--- src/rtl/uart_rx_param_fifo.sv ---
// ---------------------------------------------------------------------------
// uart_rx_param_fifo
//
// UART receiver with configurable payload width and optional parity. Accepted
// frames are queued in a show-ahead receive FIFO. Frames with bad parity or a
// bad stop bit are discarded and flagged.
//
// Parameters
//   CLKS_PER_BIT  clocks per serial bit (>= 4)
//   DATA_BITS     payload bits per frame (5..9)
//   FIFO_DEPTH    receive FIFO entries (power of 2, >= 2)
//
// Ports
//   i_Clock        sole clock, rising edge
//   i_Reset        asynchronous active-high reset
//   i_Rx_Serial    asynchronous serial line, idle high
//   i_Parity_Mode  00 none, 01 even, 10 odd, 11 none (sampled at frame start)
//   i_Read_Flag    pop the FIFO head (ignored when empty)
//   i_Clear_Err    clear all sticky error flags
//   o_Rx_Byte      FIFO head data (zero while empty)
//   o_Rx_DV        one-cycle pulse for each byte written into the FIFO
//   o_Empty/o_Full FIFO status
//   o_Count        number of stored entries
//   o_Parity_Err   sticky: a frame failed its parity check
//   o_Frame_Err    sticky: a frame had a low stop bit
//   o_Overrun      sticky: a good frame was dropped because the FIFO was full
//   r_SM_Main      receiver state encoding
// ---------------------------------------------------------------------------
module uart_rx_param_fifo #(
    parameter int CLKS_PER_BIT = 4,
    parameter int DATA_BITS    = 8,
    parameter int FIFO_DEPTH   = 8
) (
    input  logic                          i_Clock,
    input  logic                          i_Reset,
    input  logic                          i_Rx_Serial,
    input  logic [1:0]                    i_Parity_Mode,
    input  logic                          i_Read_Flag,
    input  logic                          i_Clear_Err,
    output logic [DATA_BITS-1:0]          o_Rx_Byte,
    output logic                          o_Rx_DV,
    output logic                          o_Empty,
    output logic                          o_Full,
    output logic [$clog2(FIFO_DEPTH):0]   o_Count,
    output logic                          o_Parity_Err,
    output logic                          o_Frame_Err,
    output logic                          o_Overrun,
    output logic [2:0]                    r_SM_Main
);

    localparam int CNT_W = $clog2(CLKS_PER_BIT) + 1;
    localparam int IDX_W = (DATA_BITS > 1) ? $clog2(DATA_BITS) : 1;
    localparam int PTR_W = $clog2(FIFO_DEPTH);
    localparam int CW    = PTR_W + 1;

    localparam logic [CNT_W-1:0] BIT_LAST  = CNT_W'(CLKS_PER_BIT - 1);
    localparam logic [CNT_W-1:0] HALF_BIT  = CNT_W'((CLKS_PER_BIT - 1) / 2);
    localparam logic [IDX_W-1:0] IDX_LAST  = IDX_W'(DATA_BITS - 1);
    localparam logic [CW-1:0]    DEPTH_CNT = CW'(FIFO_DEPTH);

    typedef enum logic [2:0] {
        IDLE    = 3'd0,
        START   = 3'd1,
        DATA    = 3'd2,
        PARITY  = 3'd3,
        STOP    = 3'd4,
        CLEANUP = 3'd5
    } state_t;

    state_t                 state;
    logic                   rx_meta;
    logic                   rx_sync;
    logic [CNT_W-1:0]       clk_count;
    logic [IDX_W-1:0]       bit_index;
    logic [DATA_BITS-1:0]   shift_reg;
    logic [1:0]             parity_mode;
    logic                   parity_bad;
    logic                   frame_bad;

    logic [DATA_BITS-1:0]   mem [FIFO_DEPTH];
    logic [PTR_W-1:0]       wr_ptr;
    logic [PTR_W-1:0]       rd_ptr;
    logic [CW-1:0]          count;

    logic                   parity_en;
    logic                   expected_parity;
    logic                   frame_done;
    logic                   frame_good;
    logic                   pop;
    logic                   push;
    logic                   drop;

    assign r_SM_Main = state;

    // Two-flop synchronizer; resets to the idle line level so that reset
    // release never looks like a start bit.
    always_ff @(posedge i_Clock or posedge i_Reset) begin
        if (i_Reset) begin
            rx_meta <= 1'b1;
            rx_sync <= 1'b1;
        end else begin
            rx_meta <= i_Rx_Serial;
            rx_sync <= rx_meta;
        end
    end

    // Parity is only checked for modes 01 and 10. Even parity expects the
    // parity bit to equal the XOR of the payload; odd expects its inverse,
    // which is exactly what mode bit 1 adds in.
    assign parity_en       = (parity_mode == 2'b01) || (parity_mode == 2'b10);
    assign expected_parity = (^shift_reg) ^ parity_mode[1];

    // Receiver state machine. The start bit is re-checked half a bit in to
    // reject glitches; every later bit is sampled one full bit period after
    // the previous sample, which lands near the centre of each bit.
    always_ff @(posedge i_Clock or posedge i_Reset) begin
        if (i_Reset) begin
            state       <= IDLE;
            clk_count   <= '0;
            bit_index   <= '0;
            shift_reg   <= '0;
            parity_mode <= 2'b00;
            parity_bad  <= 1'b0;
            frame_bad   <= 1'b0;
        end else begin
            case (state)
                IDLE: begin
                    clk_count <= '0;
                    bit_index <= '0;
                    if (!rx_sync) begin
                        state       <= START;
                        parity_mode <= i_Parity_Mode;
                        parity_bad  <= 1'b0;
                        frame_bad   <= 1'b0;
                    end
                end

                START: begin
                    if (clk_count == HALF_BIT) begin
                        clk_count <= '0;
                        state     <= rx_sync ? IDLE : DATA;
                    end else begin
                        clk_count <= clk_count + 1'b1;
                    end
                end

                DATA: begin
                    if (clk_count != BIT_LAST) begin
                        clk_count <= clk_count + 1'b1;
                    end else begin
                        clk_count            <= '0;
                        shift_reg[bit_index] <= rx_sync;
                        if (bit_index == IDX_LAST) begin
                            bit_index <= '0;
                            state     <= parity_en ? PARITY : STOP;
                        end else begin
                            bit_index <= bit_index + 1'b1;
                        end
                    end
                end

                PARITY: begin
                    if (clk_count != BIT_LAST) begin
                        clk_count <= clk_count + 1'b1;
                    end else begin
                        clk_count  <= '0;
                        parity_bad <= (rx_sync != expected_parity);
                        state      <= STOP;
                    end
                end

                STOP: begin
                    if (clk_count != BIT_LAST) begin
                        clk_count <= clk_count + 1'b1;
                    end else begin
                        clk_count <= '0;
                        frame_bad <= ~rx_sync;
                        state     <= CLEANUP;
                    end
                end

                CLEANUP: begin
                    state <= IDLE;
                end

                default: begin
                    state <= IDLE;
                end
            endcase
        end
    end

    // A full FIFO can still take a frame when the head is popped in the same
    // cycle: the freed slot is the one the write pointer already points at.
    assign frame_done = (state == CLEANUP);
    assign frame_good = frame_done && !parity_bad && !frame_bad;
    assign pop        = i_Read_Flag && !o_Empty;
    assign push       = frame_good && (!o_Full || pop);
    assign drop       = frame_good && o_Full && !pop;

    assign o_Empty   = (count == '0);
    assign o_Full    = (count == DEPTH_CNT);
    assign o_Count   = count;
    assign o_Rx_Byte = o_Empty ? '0 : mem[rd_ptr];

    // FIFO storage needs no reset; the empty gate above hides stale entries.
    always_ff @(posedge i_Clock) begin
        if (push) begin
            mem[wr_ptr] <= shift_reg;
        end
    end

    // Pointers wrap naturally because FIFO_DEPTH is a power of two.
    always_ff @(posedge i_Clock or posedge i_Reset) begin
        if (i_Reset) begin
            wr_ptr  <= '0;
            rd_ptr  <= '0;
            count   <= '0;
            o_Rx_DV <= 1'b0;
        end else begin
            o_Rx_DV <= push;
            if (push) begin
                wr_ptr <= wr_ptr + 1'b1;
            end
            if (pop) begin
                rd_ptr <= rd_ptr + 1'b1;
            end
            case ({push, pop})
                2'b10:   count <= count + 1'b1;
                2'b01:   count <= count - 1'b1;
                default: count <= count;
            endcase
        end
    end

    // Sticky error flags; a new error in the same cycle as a clear wins.
    always_ff @(posedge i_Clock or posedge i_Reset) begin
        if (i_Reset) begin
            o_Parity_Err <= 1'b0;
            o_Frame_Err  <= 1'b0;
            o_Overrun    <= 1'b0;
        end else begin
            o_Parity_Err <= (frame_done && parity_bad) || (o_Parity_Err && !i_Clear_Err);
            o_Frame_Err  <= (frame_done && frame_bad)  || (o_Frame_Err  && !i_Clear_Err);
            o_Overrun    <= drop                       || (o_Overrun    && !i_Clear_Err);
        end
    end

endmodule
--- config.mk ---
export PLATFORM = sky130hd
export DESIGN_NAME = uart_rx_param_fifo
export DESIGN_NICKNAME = d
export VERILOG_FILES = /design/src/rtl/uart_rx_param_fifo.sv
export SDC_FILE = /design/constraint.sdc
export NUM_CORES = 1
export LEC_CHECK = 0
export ABC_AREA = 1
export BUFFER_PORTS_ARGS = -buffer_cell sky130_fd_sc_hd__buf_2
export CAP_MARGIN = 20
export CELL_PAD_IN_SITES_DETAIL_PLACEMENT = 1
export CELL_PAD_IN_SITES_GLOBAL_PLACEMENT = 1
export CORE_MARGIN = 5
export CORE_UTILIZATION = 47
export DETAILED_ROUTE_END_ITERATION = 8
export PLACE_DENSITY = 0.76
export SLEW_MARGIN = 5
export SYNTH_ARGS = -nofsm -noshare
export SYNTH_HDL_FRONTEND = slang
export SYNTH_SLANG_ARGS = --single-unit
--- constraint.sdc ---
create_clock -name i_Clock -period 3.3 [get_ports i_Clock]
set_input_delay 0.165 -clock i_Clock [delete_from_list [all_inputs] [get_ports i_Clock]]
set_output_delay 0.165 -clock i_Clock [all_outputs]
set_load 0.05 [all_outputs]
# After elaboration in Yosys (flattened, before gate mapping)
# Memory sizes are Yosys's and may differ from the RTL's.
# Cells that the tools add are included.
word_totals:
  mem_count: 1
  ram_bits: 64
  out_inout_bits: 21
  register_bits: 37
  word_cells: 113
  input_bits: 7
memory_table:
  columns: ["memory", "words", "word_bits", "read_ports", "rd_ports_with_merged_regs", "write_ports", "line_no", "rtl"]
  rows:
  - ["mem", 8, 8, 1, 0, 1, "80", "logic [DATA_BITS-1:0] mem [FIFO_DEPTH];"]
classes:
  n_reduce_logical: 38
  bitwise: 3
  n_mux: 27
  n_addsub: 6
  order_cmp: 2
  eq_ne: 20
op_table:
  columns: ["operator", "count"]
  rows:
  - ["3-bit two-way mux", 11]
  - ["3-bit one-hot mux with 5 select lines", 1]
  - ["3-bit by 1-bit adder with 3-bit output, second input constant", 4]
  - ["1-bit logical AND", 12]
  - ["2-bit inequality test, second input constant", 6]
  - ["3-bit equality test, second input constant", 3]
  - ["3-bit one-hot mux with 3 select lines", 1]
  - ["8-bit bitwise mux", 1]
  - ["8-bit two-way mux", 1]
  - ["4-bit one-hot mux with 2 select lines", 1]
  - ["2-bit nonzero test", 4]
  - ["8-bit parity", 1]
  - ["3-bit by 1-bit equality test with 1-bit output, second input constant", 2]
  - ["3-bit by 2-bit equality test with 1-bit output, second input constant", 2]
  - ["1-bit logical NOT", 6]
  - ["1-bit two-way mux", 6]
  - ["3-bit one-hot mux with 2 select lines", 1]
  - ["2-bit AND reduction", 3]
  - ["3-bit AND reduction", 2]
  - ["6-bit AND reduction", 1]
  - ["1-bit logical OR", 5]
  - ["4-bit by 1-bit adder with 4-bit output, second input constant", 1]
  - ["2-bit by 1-bit equality test with 1-bit output, second input constant", 2]
  - ["2-bit equality test, second input constant", 2]
  - ["15 further kinds", 17]

# Depth between registers and ports, before layout
# Gate-level depths: netlist of run 1.
logic_depth:
  depth_word: 7
  depth_mapped: 13
  depth_no_buf: 13

# Worst setup path after synthesis of run 1
# Ideal clock, no wire load.
synth_path:
  path_kind: "register -> register"
  start: "reg count[0], in the netlist o_Count[0]"
  end: "reg count[2], in the netlist o_Count[2]"
  stages_incl_launch_ff: 13
  path_slack_ns: 0.388
  t_arrival_ns: 2.793
  path_buffers: 0
  period_less_slack_ns: 2.912
  required_ns: 3.181
  setup_ns: 0.119
  path_cell_list: "dfrtp_1 > inv_1 > nand3_1 > nor2_1 > nand2_1 > nand2_2 > ha_1 > xor2_1 > ha_1 > a21oi_1 > a21oi_1 > o21ai_0 > o21a_1"
synth_via:
  elab_cells_between_ends: 13
  classes_between: "add/sub: 2; eq/ne: 3; mux: 1; reduce/logical: 7"
synth_rtl:
  columns: ["element", "line_no", "rtl"]
  rows:
  - ["start, declared", "83", "logic [CW-1:0] count;"]
  - ["start signal, assigned", "229", "2'b10: count <= count + 1'b1;"]
  - ["start signal, assigned", "230", "2'b01: count <= count - 1'b1;"]
  - ["start signal, assigned", "231", "default: count <= count;"]
  - ["4-bit equality test (*)", "202", "assign o_Full = (count == DEPTH_CNT);"]
  - ["via o_Full", "43", "output logic o_Full,"]
  - ["1-bit logical NOT (*)", "198", "assign push = frame_good && (!o_Full || pop);"]
  - ["1-bit logical OR (*)", "198", null]
  - ["1-bit logical AND (*)", "198", null]
  - ["2-bit by 1-bit equality test with 1-bit output or 2-bit equality test (tied branches)", "228", "case ({push, pop})"]
  - ["4-bit one-hot mux with 2 select lines or 2-bit nonzero test (tied branches)", null, null]
# Mark *: on every way through the listed nets, which the timed path passes. The rest lies on a longest branch.
# A chain may end at the register's enable or synchronous reset.

# Final worst setup path of run 1
layout_path:
  start: "reg rd_ptr[1]"
  end: "out o_Rx_Byte[7]"
layout_via:
  elab_chain_cells: 2
layout_lines:
  columns: ["element", "line_no", "rtl"]
  rows:
  - ["start, declared", "82", "logic [PTR_W-1:0] rd_ptr;"]
  - ["start signal, assigned", "226", "rd_ptr <= rd_ptr + 1'b1;"]
  - ["memory read 8 x 8 bit", null, null]
  - ["8-bit two-way mux", "204", "assign o_Rx_Byte = o_Empty ? '0 : mem[rd_ptr];"]
  - ["end, declared", "40", "output logic [DATA_BITS-1:0] o_Rx_Byte,"]
# No other way between the ends.

==> metrics.md, run 1 <==
| Metric | Value |
|---|---|
| Worst Skew | 0.00939 ns |
| Hold_ws | 0.0407 ns |
| Final #Nets | 499 |
| CP max-delay cell | dfrtp_1 |
| CTS tree | built |
| Status | completed |
| Top_reg_cell synth | edfxtp_1 |
| Top post-synthesis cells by count | nand2_1, nor2_1, edfxtp_1 |
| Pwr Total | between 4000 and 5000 uW |
| Fin crit share | a little under 80% |
| RSZ-0062 raised after global routing | no |
| Endpoints failing setup | 0 |
| Setup ws final | 0.762 ns |
| Post-Route Setup TNS | 0 ns |
| Worst-case clock buffer depth | 2 |
| Detail Route Antenna Nets | 0 |
| CP top delay family | flip-flops |
| Pin count of the biggest net entering global routing | 38 |
| Initial antenna violation count | 0 |
| Root Driver | clkbuf_8 |
| Via/cell ratio | 5.22 |
| Synthesized flop and latch total | between 100 and 150 |
| Worst setup EP type | output port |
| Max_slew headroom | a little over two fifths |
| Max FFs per register | 64 |
| Slew @ Worst Pin | between 0.8 and 0.9 ns |
| Worst-path clk slew | 0.09 ns |
| First-pass GRT wire length | 17.4 mm |
| Grt ovf | 0 |
| Share of the synthesized area in the top cell type | 41.8% |
| Switching Fraction | 45.2% |
| Die Ht | 109 um |
| Comb power frac | 42.2% |
| Worst min path class | in2reg |
| Total GRT Usage | a little under a fifth |
| Dpl hpwl | slightly above 7 mm |
| Worst-skew pair later-pin latency | 0.35 ns |
| Port Buffers | 27 |
| Count of cells resized by post-cts repair | 0 |
| Fin crit period | 2.54 ns |
| Synth area leaders | edfxtp_1, dfrtp_1, o21ai_0, nand2_1, nor2_1 |
| Die Span X | 109 um |
| P_int | 2330 uW |
| Core Area | 9640 um^2 |
| Cell taking the most area after synthesis | edfxtp_1 |
| Clock Sinks | around 100 |
| Total wire length | 10.2 mm |
| EDFF count, synth | 64 |
| Hold Path Cell Cnt | 2 |
| Post-Synthesis Cells | between 400 and 500 |
| CP startpoint kind | flip-flop |
| Worst Reg2Reg Path Length in Cells | 11 |
| Clk pwr share | 17.6% |
| MaxCap Viol Count | 0 |
| 1st-pass router iterations | 4 |
| Required @ worst endpoint | 3.13 ns |
| Cell Chain, Critical Path | buf_4, nor2_1, o21ai_0, o21ai_0, o21ai_0, nor2_1, buf_2 |
| Syn_nets | 464 |
| Crit path depth | 7 |
| Iteration-0 DRC count of the detailed router | 160 |
| Ys Warns | 0 |
| Die ar. | ~12,000 um^2 |
| Most used cell, CP | o21ai_0 |
| Sequential share of power | 40.2% |
| Pins Over Slew Limit | 0 |
| DRC violations left | 0 |
| Place WS | roughly 0.85 ns |
| Rows | 36 |
| Initial core utilization | 47.7% |
| Vias in the first global route | 3,445 |
| Syn avg cell area | 10.3 um^2 |
| Drt wl/cell | ~16 um |
| CTS Buf Count | 9 |
| Area delta synth->final | 11.0% |
| Async SR Flop Fraction | 36.6% |
| Ant diodes | 0 |
| Pwr dens | approximately 830 nW/um^2 |
| Vias | 3,233 |
| WS Path Type | reg2out |
| Sequential share of the synthesized area | 61.9% |
| Final hold vios | 0 |
| Mapped cell area | 4600 um^2 |
| Sw power | 1920 uW |
| CP bufs+invs | 2 |
| # H-tree levels | 3 |
| Worst VDD drop | 434 uV |
| Worst EP arrival | 2.37 ns |
| Final RePlAce weighted congestion | 0.866 |
| Crit path max fanout | 26 |
| Ports | 28 |
| Worst path max stage delay | roughly 0.9 ns |
| Yosys cell types | 34 |
| FMAX | 394 MHz |
| Layout cell share with drive strength beyond 1 | 13.4% |
| Leak | 0.00208 uW |
-- stage by stage --
stage | area (um^2) | utilization, % | cells
6_report | 5110 | 53.0 | 619
5_1_grt | 5110 | 53.0 | 619
4_1_cts | 5110 | 53.0 | 619
3_5_place_dp | 4900 | 50.8 | 601
3_3_place_gp | 4900 | 50.8 | 601
2_1_floorplan | 4600 | - | 446
-- power by group through the flow --
stage / combinational (uW) / clock (uW) / sequential [uW]
detailed placement: 1800 / 0 / 1740
finish: 1790 / 748 / 1710
global route: 1990 / 829 / 1750
floorplan: 1280 / 0 / 1780
global placement: 1750 / 0 / 1720
CTS: 1810 / 765 / 1710
-- path summary, 6_finish.rpt --
path                            slack (ns)           end   startpoint
worst max-delay path                  0.76  o_Rx_Byte[7]    rd_ptr[1]
worst max register to register        0.83    o_Count[2]   o_Count[0]
worst min register to register        0.36       rx_sync      rx_meta
max in group asynchronous             2.46       rx_meta      i_Reset
worst min-delay path                  0.04  o_Parity_Err  i_Clear_Err
min in group asynchronous             0.48    o_Count[0]      i_Reset
-- cell usage in the layout (no fill, tap or decap), drive strengths merged, types with 10 or more instances in the layout --
cell type / instances
nand2: 70
nor2: 69
edfxtp: 64
o21ai: 57
inv: 45
dfrtp: 35
buf: 33
nand3: 19
clkbuf: 13
a21oi: 12
ha: 11
o22ai: 10
-- timing repair --
action                                 CTS  global route
endpoints found under the hold margin   36             0
hold buffers                             2             0
setup buffers                            0             0
-- cell type report --
class,count,area [um^2]
well taps,133,166
clock buffers,13,170
flip-flops and latches,101,2850
inverters,44,165
multi-input cells,290,1540
fillers,1104,4530
clock inverters,3,17.5
repair buffers,35,200
-- routing by layer --
metal | routed length, um | global-route usage, % | up-vias
met2 | 5200 | 33.6 | 44
met3 | 295 | 3.37 | 10
met5 | 0 | 0 | -
met4 | 106 | 4.24 | 0
li1 | - | - | 1594
met1 | 4580 | 24.4 | 1585
-- cell families (layout without fill, tap and decap cells) --
group,after synthesis,count (layout),synth area share [%]
AND/OR/NAND/NOR,170,170,16.0
flip-flops,101,101,61.9
buffers and inverters,55,95,4.65
adder cells (fa/ha/maj),11,11,2.99
multiplexers,9,9,1.98
AO/OA/AOI/OAI,90,90,10.5
XOR/XNOR,10,10,1.90
Power figures use the tool's default switching activity.
==> run 2: changes to the inputs <==
==> constraint.sdc (replaced) <==
create_clock -name i_Clock -period 2.5 [get_ports i_Clock]
set_input_delay 0.125 -clock i_Clock [delete_from_list [all_inputs] [get_ports i_Clock]]
set_output_delay 0.125 -clock i_Clock [all_outputs]
set_load 0.05 [all_outputs]
==> run 2 against run 1 <==
Net effect:
- design area up 1.9%
- largest cell class unchanged
- worst hold slack hardly changed
- critical path depth is 4 higher
- register-to-register slack worse by 0.55 ns
- clock skew is 0.0039 ns higher
- critical path type is now reg2reg
- setup slack got worse by 0.48 ns
==> metrics.md, run 2 (synthesis gave the netlist of run 1 again) <==
| Metric | Value |
|---|---|
| Status | completed |
| Required @ worst endpoint | 2.76 ns |
| Pins Over Slew Limit | 0 |
| Most frequent cells in the layout | nand2_1, nor2_1, edfxtp_1 |
| Worst Skew | roughly 0.013 ns |
| DRC violations left | 0 |
| Pwr dens | 1090 nW/um^2 |
| Ports | 28 |
| Reg-to-reg setup timing slack | 0.28 ns |
| Max FFs per register | 64 |
| Slew @ Worst Pin | 0.744 ns |
| Rows | 36 |
| Dpl hpwl | 7.67 mm |
| Placed cell area | 4980 um^2 |
| Worst EP arrival | 2.48 ns |
| Fin crit share | 88.8% |
| Final #Nets | 509 |
| # H-tree levels | 3 |
| Pin count of the biggest net entering global routing | 34 |
| Layout cell share with drive strength beyond 1 | between 10% and 20% |
| R2R Path Start | r_SM_Main[1] |
| # fillers | 1,115 |
| Root Driver | clkbuf_8 |
| Port Buffers | 27 |
| CTS tree | built |
| Endpoints failing setup | 0 |
| Initial core utilization | 47.7% |
| Worst-skew pair later-pin latency | 0.36 ns |
| Ant diodes | 0 |
| Iteration-0 DRC count of the detailed router | 155 |
| Worst-case clock buffer depth | 2 |
| Final Util | 54.0% |
| Core Area | 9640 um^2 |
| Final instance area | 5200 um^2 |
| Worst-path clk slew | 0.10 ns |
| Crit path from | r_SM_Main[1] |
| Area delta synth->final | 13.1% |
| Comb power frac | a little over two fifths |
| Vias | roughly 3,300 |
| First-pass GRT wire length | 18.2 mm |
| Grt ovf | 0 |
| WS Path Type | reg2reg |
| Worst setup endpoint | o_Count[2] |
| CP startpoint kind | flip-flop |
| FMAX | between 400 and 500 MHz |
| Commonest non-fill, non-tap cell in the layout | nand2_1 |
| Drt wl/cell | about 17 um |
| Die ar. | 11,900 um^2 |
| Worst Reg2Reg Path Length in Cells | 11 |
| MaxCap Viol Count | 0 |
| RSZ-0062 raised after global routing | no |
| Total wire length | roughly 11 mm |
| Sequential share of power | 39.4% |
| Worst setup EP type | flip-flop |
| Total GRT Usage | between 10% and 20% |
| Clk pwr share | 17.2% |
| Vias in the first global route | 3,674 |
| Sw power | 2620 uW |
| Final hold vios | 0 |
| Die Ht | 109 um |
| Fin crit period | 2.22 ns |
| Crit path max fanout | 5 |
| CTS Buf Count | 9 |
| P_int | 3050 uW |
| Final RePlAce weighted congestion | 0.836 |
| Die Span X | between 100 and 150 um |
| Via/cell ratio | 5.29 |
| Detail Route Antenna Nets | 0 |
| Clock Sinks | 101 |
| Leak | about 0.0021 uW |
| Switching Fraction | 46.2% |
| Worst VDD drop | 512 uV |
| Initial antenna violation count | 0 |
| Worst reg2reg endpoint | o_Count[2] |
| Max_slew headroom | around 50% |
| Post-Route Setup TNS | 0 ns |
| 1st-pass router iterations | 4 |
| Worst min path class | in2reg |
==> run 2: cell count changes in the layout (fill, tap and decap cells not counted), sizes merged <==
| cell | change |
|---|---|
| buf | +8 |
| clkbuf | -4 |
| clkinvlp | +3 |
| dlygate4sd3 | +2 |
| inv | +1 |
==> run 2: worst min path at each step <==
stage                           from        endpoint  slack [ns]  cells after the start
floorplan                i_Rx_Serial         rx_meta        0.13                      0
global placement         i_Rx_Serial         rx_meta        0.23                      1
detailed placement       i_Rx_Serial         rx_meta        0.23                      1
CTS                 i_Parity_Mode[1]  parity_mode[1]        0.02                      3
global route        i_Parity_Mode[1]  parity_mode[1]        0.03                      3
finish              i_Parity_Mode[1]  parity_mode[1]        0.04                      3
==> run 2: final cells by class <==
type,instances,area [um^2],share of cell area [%]
clock buffers,9,124,2.38
inverters,44,169,3.25
clock inverters,7,57.6,1.11
flip-flops and latches,101,2850,54.8
repair buffers,45,293,5.63
multi-input cells,290,1550,29.7
well taps,133,166,3.20
==> run 2: what timing repair did <==
action,4_1_cts,5_1_grt
gates resized for setup,0,1
endpoints found under the setup margin,0,1
hold buffers,4,0
buffers inserted,0,0
endpoints found under the hold margin,20,0
==> run 2: stage by stage <==
| step | total power, uW | hold WS (ns) | instances | setup WS [ns] |
|---|---|---|---|---|
| after floorplan | 4050 | 0.129 | 446 | 0.0166 |
| after global placement | 4610 | 0.231 | 609 | 0.426 |
| after detailed placement | 4740 | 0.232 | 609 | 0.280 |
| after CTS | 5720 | 0.0217 | 629 | 0.148 |
| after global routing | 6080 | 0.0300 | 629 | 0.0562 |
| final | 5670 | 0.0402 | 629 | 0.281 |
==> run 2: power groups by stage <==
stage	sequential, uW	combinational (uW)	clock [uW]
final	2230	2460	977
after floorplan	2360	1700	0
after global routing	2270	2730	1090
after CTS	2230	2500	998
after global placement	2230	2380	0
after detailed placement	2260	2480	0
==> run 2: per-layer routing <==
layer	global-route usage [%]	up-vias	wire, um	share of wire (%)
met5	0	-	0	0
met1	24.4	1677	4720	45
met4	6.94	0	170	1.6
met3	2.61	13	193	1.8
met2	35.4	30	5490	52
li1	-	1610	-	-
==> run 2: critical path, stage by stage, from the launching register on <==
cell and delay, ns:
dfrtp_1 0.44, inv_1 0.14, nand3_2 0.12, nor3_2 0.20
nand2_2 0.13, ha_1 0.24, xor2_1 0.25, ha_1 0.20
a21oi_1 0.05, a21oi_1 0.14, o21ai_0 0.09, o21a_1 0.11
==> run 3: changes to the inputs <==
--- a/config.mk
+++ b/config.mk
@@ -13,7 +13,7 @@
 export CORE_MARGIN = 5
 export CORE_UTILIZATION = 47
 export DETAILED_ROUTE_END_ITERATION = 8
-export PLACE_DENSITY = 0.76
+export PLACE_DENSITY = 0.88
 export SLEW_MARGIN = 5
 export SYNTH_ARGS = -nofsm -noshare
 export SYNTH_HDL_FRONTEND = slang
==> run 3 against run 2 <==
Net effect:
- worst hold slack worse by 0.016 ns
- count of clock-buffer cells in the layout unchanged
- register-to-register slack about the same
- final cell count increased by 0.16%
- critical path type unchanged
- critical endpoint unchanged
- largest power group unchanged
==> metrics.md, run 3 (synthesis gave the netlist of run 1 again) <==
| Metric | Value |
|---|---|
| Worst min path class | in2reg |
| Vias in the first global route | 3,683 |
| Met3 wire length | about 290 um |
| Commonest non-fill, non-tap cell in the layout | nand2_1 |
| DRC violations left | 0 |
| Fin crit period | 2.22 ns |
| CP startpoint kind | flip-flop |
| Ant diodes | 0 |
| Grt ovf | 0 |
| CP max-delay cell | dfrtp_1 |
| Fin crit share | around 89% |
| Leak | approximately 0.0021 uW |
| Worst Skew | about 0.016 ns |
| Worst VDD drop | 617 uV |
| # H-tree levels | 3 |
| Required @ worst endpoint | 2.82 ns |
| Initial core utilization | around 48% |
| Port Buffers | 27 |
| Worst EP arrival | 2.53 ns |
| Cell Chain, Critical Path | inv_1, nand3_2, nor3_2, nand2_2, ha_1, xor2_2, ha_1, a21oi_1, a21oi_1, o21ai_0, o21a_1 |
| Status | completed |
| WS Path Type | reg2reg |
| CTS tree | built |
| RSZ-0062 raised after global routing | no |
| Max Used Layer | met4 |
| Die Span X | 109 um |
| Pin count of the biggest net entering global routing | 25 |
| Via/cell ratio | 5.34 |
| Die Ht | 109 um |
| CTS Buf Count | 9 |
| # fillers | approximately 1,100 |
| Iteration-0 DRC count of the detailed router | 106 |
| Clock Sinks | 101 |
| Rows | 36 |
| Crit path max fanout | 5 |
| Final RePlAce weighted congestion | 0.866 |
| Dpl cells | ~600 |
| CP top delay family | compound AO/OA/AOI/OAI gates |
| Post-Route Setup TNS | 0 ns |
| Worst path max stage delay | 0.44 ns |
| 1st-pass router iterations | 4 |
| MaxCap Viol Count | 0 |
| Worst-path clk slew | 0.10 ns |
| Layout cell share with drive strength beyond 1 | 15.9% |
| Die ar. | 11,900 um^2 |
| Initial antenna violation count | 0 |
| Pwr dens | 1120 nW/um^2 |
| Worst-case clock buffer depth | 2 |
| Vias | 3,366 |
| Most frequent cells in the layout | nand2_1, nor2_1, edfxtp_1 |
| Final Non-Filler Cells | 630 |
| Worst setup EP type | flip-flop |
| Max FFs per register | 64 |
| Detail Route Antenna Nets | 0 |
| Worst-skew pair later-pin latency | 0.37 ns |
| Root Driver | clkbuf_8 |
| Total GRT Usage | between 20% and 30% |
| Ports | 28 |
| Pins Over Slew Limit | 0 |
| Met2 WL | about 6.3 mm |
| Slew @ Worst Pin | approximately 0.65 ns |
| CP bufs+invs | 1 |
| First-pass GRT wire length | 18.5 mm |
| Final #Nets | 510 |
| Max_slew headroom | 56.9% |
| Endpoints failing setup | 0 |
| Dpl hpwl | 8.21 mm |
| Core Area | approximately 9600 um^2 |
| Area delta synth->final | 13.9% |
| Total wire length | 11.3 mm |
| FMAX | approximately 450 MHz |
| Drt wl/cell | 17.9 um |
| Final hold vios | 0 |
| Wire length on met1 | 4.60 mm |
-- run 3: worst register-to-register path, stage by stage, from the launching register on --
cell and delay [ns]:
dfrtp_1 0.44, inv_1 0.15, nand3_2 0.12, nor3_2 0.18, nand2_2 0.13, ha_1 0.27
xor2_2 0.18, ha_1 0.20, a21oi_1 0.18, a21oi_1 0.10, o21ai_0 0.08, o21a_1 0.13
-- run 3: where the power goes --
group,switching [uW],internal (uW),leakage (uW),total (uW)
clock,595,568,0.000106,1160
sequential,262,1970,0.00102,2240
combinational,1800,698,0.00103,2500
-- run 3: final timing paths --
kind / slack, ns / cells past startpoint / end / startpoint
worst max register to register: 0.28 / 11 / o_Count[2] / r_SM_Main[1]
worst min register to register: 0.36 / 0 / rx_sync / rx_meta
min in group asynchronous: 0.39 / 3 / r_SM_Main[1] / i_Reset
worst min-delay path: 0.02 / 3 / parity_mode[1] / i_Parity_Mode[1]
max in group asynchronous: 1.43 / 4 / rx_meta / i_Reset
worst max-delay path: 0.28 / 11 / o_Count[2] / r_SM_Main[1]
-- run 3: area by class of cell --
type	count	area (um^2)	share of cell area, %
clock buffers	9	124	2.36
well taps	133	166	3.17
flip-flops and latches	101	2850	54.4
inverters	44	165	3.15
repair buffers	46	288	5.49
clock inverters	7	97.6	1.86
multi-input cells	290	1550	29.6
-- run 3: what timing repair did --
item / CTS / global route
hold endpoints to repair: 20 / 0
resized for setup: 0 / 1
hold buffers: 4 / 0
setup endpoints to repair: 0 / 1
setup buffers: 0 / 0
-- run 3: metal layers --
layer / global-route usage (%) / vias up
met3: 3.02 / 12
met5: 0 / -
met1: 23.3 / 1690
met4: 7.21 / 0
met2: 39.1 / 54
li1: - / 1610
-- run 3: through the flow --
step	utilization [%]	hold WS [ns]	power, uW	area (um^2)	setup slack [ns]
2_1_floorplan	-	0.129	4050	4610	0.0166
3_3_place_gp	51.6	0.228	4580	4970	0.424
3_5_place_dp	51.6	0.232	4760	4970	0.265
4_1_cts	54.3	0.00911	5920	5240	0.231
5_1_grt	54.4	0.0320	6260	5240	0.0550
6_report	54.4	0.0245	5900	5240	0.284
